<file path="src/rtl/vga_sync_gen.sv">
// VGA timing generator: free-running pixel/line counters with registered sync, blank and frame pulse.
// Optional macro VGA_SYNC_PIPE_EN delays hs/vs/blank by two cycles to match a ROM + colour register pipeline.
module vga_sync_gen #(
   parameter int H_VISIBLE = 640,
   parameter int H_FRONT   = 16,
   parameter int H_SYNC    = 96,
   parameter int H_BACK    = 48,
   parameter int V_VISIBLE = 480,
   parameter int V_FRONT   = 10,
   parameter int V_SYNC    = 2,
   parameter int V_BACK    = 33
) (
   input  logic       vga_clk,
   input  logic       reset,
   output logic [9:0] DrawX,
   output logic [9:0] DrawY,
   output logic       hs,
   output logic       vs,
   output logic       blank,
   output logic       frame_start
);

   localparam int H_TOTAL = H_VISIBLE + H_FRONT + H_SYNC + H_BACK;
   localparam int V_TOTAL = V_VISIBLE + V_FRONT + V_SYNC + V_BACK;

   localparam logic [9:0] H_LAST   = 10'(H_TOTAL - 1);
   localparam logic [9:0] V_LAST   = 10'(V_TOTAL - 1);
   localparam logic [9:0] H_VIS    = 10'(H_VISIBLE);
   localparam logic [9:0] V_VIS    = 10'(V_VISIBLE);
   localparam logic [9:0] HS_START = 10'(H_VISIBLE + H_FRONT);
   localparam logic [9:0] HS_END   = 10'(H_VISIBLE + H_FRONT + H_SYNC);
   localparam logic [9:0] VS_START = 10'(V_VISIBLE + V_FRONT);
   localparam logic [9:0] VS_END   = 10'(V_VISIBLE + V_FRONT + V_SYNC);

   logic [9:0] r_draw_x;
   logic [9:0] r_draw_y;
   logic       r_hs;
   logic       r_vs;
   logic       r_blank;
   logic       r_frame_start;

   logic [9:0] w_next_x;
   logic [9:0] w_next_y;
   logic       w_line_end;

   always_comb begin
      w_line_end = (r_draw_x == H_LAST);
      w_next_x   = w_line_end ? 10'd0 : r_draw_x + 10'd1;
      w_next_y   = r_draw_y;
      if (w_line_end) begin
         w_next_y = (r_draw_y == V_LAST) ? 10'd0 : r_draw_y + 10'd1;
      end
   end

   // Flags are decoded from the next counter values so they land in the same cycle as DrawX/DrawY.
   // NOTE: non-blocking assignments so every flop in this block samples the pre-edge counter values.
   always_ff @(posedge vga_clk) begin
      if (reset) begin
         r_draw_x      <= 10'd0;
         r_draw_y      <= 10'd0;
         r_hs          <= 1'b1;
         r_vs          <= 1'b1;
         r_blank       <= 1'b1;
         r_frame_start <= 1'b0;
      end else begin
         r_draw_x      <= w_next_x;
         r_draw_y      <= w_next_y;
         r_hs          <= !((w_next_x >= HS_START) && (w_next_x < HS_END));
         r_vs          <= !((w_next_y >= VS_START) && (w_next_y < VS_END));
         r_blank       <= (w_next_x < H_VIS) && (w_next_y < V_VIS);
         r_frame_start <= (w_next_x == 10'd0) && (w_next_y == 10'd0);
      end
   end

   assign DrawX       = r_draw_x;
   assign DrawY       = r_draw_y;
   assign frame_start = r_frame_start;

`ifdef VGA_SYNC_PIPE_EN
   logic [1:0] r_hs_pipe;
   logic [1:0] r_vs_pipe;
   logic [1:0] r_blank_pipe;

   always_ff @(posedge vga_clk) begin
      if (reset) begin
         r_hs_pipe    <= 2'b11;
         r_vs_pipe    <= 2'b11;
         r_blank_pipe <= 2'b11;
      end else begin
         r_hs_pipe    <= {r_hs_pipe[0], r_hs};
         r_vs_pipe    <= {r_vs_pipe[0], r_vs};
         r_blank_pipe <= {r_blank_pipe[0], r_blank};
      end
   end

   assign hs    = r_hs_pipe[1];
   assign vs    = r_vs_pipe[1];
   assign blank = r_blank_pipe[1];
`else
   assign hs    = r_hs;
   assign vs    = r_vs;
   assign blank = r_blank;
`endif

endmodule

</file>
<file path="config.mk">
export PLATFORM = sky130hd
export DESIGN_NAME = vga_sync_gen
export DESIGN_NICKNAME = d
export VERILOG_FILES = /design/src/rtl/vga_sync_gen.sv
export SDC_FILE = /design/constraint.sdc
export NUM_CORES = 1
export LEC_CHECK = 0
export ABC_AREA = 1
export BUFFER_PORTS_ARGS = -buffer_cell sky130_fd_sc_hd__clkbuf_2
export CORE_MARGIN = 2
export CORE_UTILIZATION = 30
export CTS_BUF_LIST = sky130_fd_sc_hd__clkbuf_16
export CTS_CLUSTER_DIAMETER = 120
export DETAILED_ROUTE_END_ITERATION = 12
export HOLD_SLACK_MARGIN = 0.02
export PLACE_DENSITY = 0.57
export REMOVE_ABC_BUFFERS = 1
export SYNTH_ARGS = -nofsm -noshare
export SYNTH_HDL_FRONTEND = slang
export SYNTH_SLANG_ARGS = --single-unit
</file>
<file path="constraint.sdc">
create_clock -name vga_clk -period 2.1 [get_ports vga_clk]
set_clock_uncertainty 0.05 [all_clocks]
set_input_delay 0.42 -clock vga_clk [delete_from_list [all_inputs] [get_ports vga_clk]]
set_output_delay 0.42 -clock vga_clk [all_outputs]
set_load 0.01 [all_outputs]
</file>
==> results.md <==
* Outcome: completed
* Hold Path Stages at 2
* Worst-path maximum fanout at 11
* CTS tree: done
* Sequential fraction of the synthesis area at 0.3094
* Syn Inst Count at 262
* Row count at 26
* Number of global-route vias before repair at around 1500
* Slew HR at 0.7796
* Final Cell Area at 0.001863 mm²
* Final period util at 0.8808
* Worst-Margin Slew at roughly 330 ps
* Final std cells w/o fill at 360
* Clock sink total at 24
* Final setup fails at 0
* Die Ht at 75.95 µm
* Most used cell, CP: nand2_1
* Arr. time, crit path at 1950 ps
* CP Data Required Time at 2200 ps
* Aggregate routed wire length at a little under 4 mm
* CP Cell Sequence: ha_1 > nand2_2 > nor2_4 > nand4_4 > inv_1 > nand2_1 > nand2_1 > nand2_1 > nor2_1 > nand3_1 > nand2_1 > nand2_1
* Post-synth ARST share at 0
* Hold buffers post-CTS at 0
* Number of synthesized flops with an enable pin at 0
* Crit-path slowest cell: dfxtp_1
* GRT Total Usage at 0.1406
* Worst-case reg-to-reg path depth at 12
* Antenna diodes at 0
* Area growth from synthesis to layout at 19.98%
* Yosys cell types at 23
* Clk_lat worst skew at between 200 and 300 ps
* Most frequent cell after synthesis: nand2_1
* Post-Place Cells at approximately 360
* Commonest cells post-synth: 79 x nand2_1, 45 x nor2_1, 42 x inv_1
* Worst Hold Endpoint: DrawY[8]
* Post-DR wirelength/cell at 10.71 µm
* FF-to-FF setup slack at 250 ps
* Synthesized cell area at roughly 0.0016 mm²
* Synth warn at 0
* Worst-path clk slew at around 60 ps
* Fmax at 540.6 MHz
* First-pass GRT wire length at 6.713 mm
* Via count at 1625
* Synth area leaders: dfxtp_1 31%, nand2_1 19%, nor2_1 11%, inv_1 10%, nand3_1 6.8%
* Layout cells sized above 1 at 0.1759
* Post-DR vias/cell at approximately 4.5
* CP top delay family: simple AND/OR/NAND/NOR gates
* LEAKAGE at 0.9632 nW
* Initial antenna violation count at 0
* Fillcell total at 575
* Placeable Area at 0.005042 mm²
* Total I/O pin count at 26
* CTS buffer count at 3
* HP Class: input pin to flop
* Post-CTS sizing at 0
* Drt pass-1 iters at 4
* Startpoint Class: flop
* Syn avg cell area at around 5.9 µm²
* Max Cap Viol at 0
* RSZ-0062 raised after global routing: false
* Top-area cell type share of the netlist area at 0.3094
* Synth area leader: dfxtp_1
* Total Power at 889.8 µW
* Largest net degree at the start of global routing at 15
* Die footprint at 0.005768 mm²
* Peak supply drop at 254.9 µV
* Synth Flop Type: dfxtp_1
* Slowest stage delay, CP at 370 ps
* Worst setup EP type: flop
* Place WS at roughly 100 ps
* CTS root buf: clkbuf_16
* Post-synthesis register bit count at 24
* DRT iter0 DRCs at 79
* Post-route setup slack at 250.3 ps
* CP Buf/Inv Count at 1
* I/O Buffers at 25
* Hold path start: reset
* Placed inst area at 0.001772 mm²
* Nets at 297
* Die Wd at 75.95 µm
* Clock buffer depth at 2
* DP HPWL at 3.125 mm
* Final hold violation count at 0
* Fin crit period at about 1800 ps
* Final setup TNS at 0 ps
* H-tree depth at 1
* RD Place Congestion at around 0.9
* Number of setup buffers added after CTS at 0
* Reg-to-Reg End: blank
* Number of nets with antenna violations after routing at 0
* Starting Density at 0.3079
* DRC at 0
* GR Overflow Total at 0
* Pwr dens at 477.6 mW/mm²
* Worst R2R Start: DrawX[1]
* Fin. max-slew vios at 0
* Crit path kind: flop to flop
==> worst max-delay path by stage <==
stage              from  endpoint  slack [ps]  depth (start not counted)
5_1_grt        DrawX[1]     blank          20                         12
6_report       DrawX[1]     blank         250                         12
2_1_floorplan  DrawX[0]     blank         280                         12
3_5_place_dp   DrawX[1]     blank         100                         12
4_1_cts        DrawX[1]     blank          70                         10
3_3_place_gp   DrawX[1]     blank         110                         10
==> logic make-up after synthesis <==
logic type,after synthesis,share of synthesized area
buf+inv,50,0.1265
flops,24,0.3094
compound gates,11,0.04029
simple gates,174,0.4996
fa+ha+maj,3,0.02418
==> sequential cells by signal, indices dropped and copies added (netlist names) <==
signal and cells:
hs 1, vs 1, DrawX 10, blank 1
DrawY 10, frame_start 1
==> final cells by class <==
class,count,area (µm²),share of cell area
Clock buffer,3,75.07,0.04030
Inverter,46,172.7,0.09268
Multi-Input combinational cell,188,892.1,0.4788
Sequential cell,24,480.5,0.2579
Tap cell,70,87.58,0.04701
Timing Repair Buffer,29,155.1,0.08328
==> power by group <==
part           switching, mW  internal [mW]
Clock                  0.145          0.251
Sequential           0.00449          0.460
Combinational         0.0177         0.0110
Total                  0.167          0.723
==> worst reg2reg max path: stages, from the launching register on <==
cell	delay [ps]
dfxtp_1	370
ha_1	200
nand2_2	110
nor2_4	150
nand4_4	210
inv_1	160
nand2_1	70
nand2_1	50
nand2_1	40
nor2_1	130
nand3_1	90
nand2_1	70
nand2_1	50
==> cell usage in the layout (no fill, tap or decap), drive strengths merged <==
cell	n
buf	4
clkbuf	28
dfxtp	24
ha	3
inv	46
nand2	82
nand3	23
nand4	12
nor2	50
nor3	6
o21ai	11
or2	1
==> metrics by stage <==
| step | hold slack [ps] | utilization |
|---|---|---|
| floorplan | 441.2 | - |
| global placement | 498.6 | 0.3514 |
| detailed placement | 499.9 | 0.3514 |
| CTS | 421.6 | 0.3663 |
| global route | 447.3 | 0.3695 |
| finish | 429.3 | 0.3695 |
==> per-layer routing <==
| metal | global-route usage | wire length [µm] | up-vias |
|---|---|---|---|
| met5 | 0 | 0 | - |
| met4 | 0.04727 | 53 | 0 |
| met3 | 0.02381 | 176 | 7 |
| met2 | 0.2348 | 1732 | 35 |
| met1 | 0.1842 | 1893 | 716 |
| li1 | - | - | 867 |
Power figures use the tool's default switching activity.
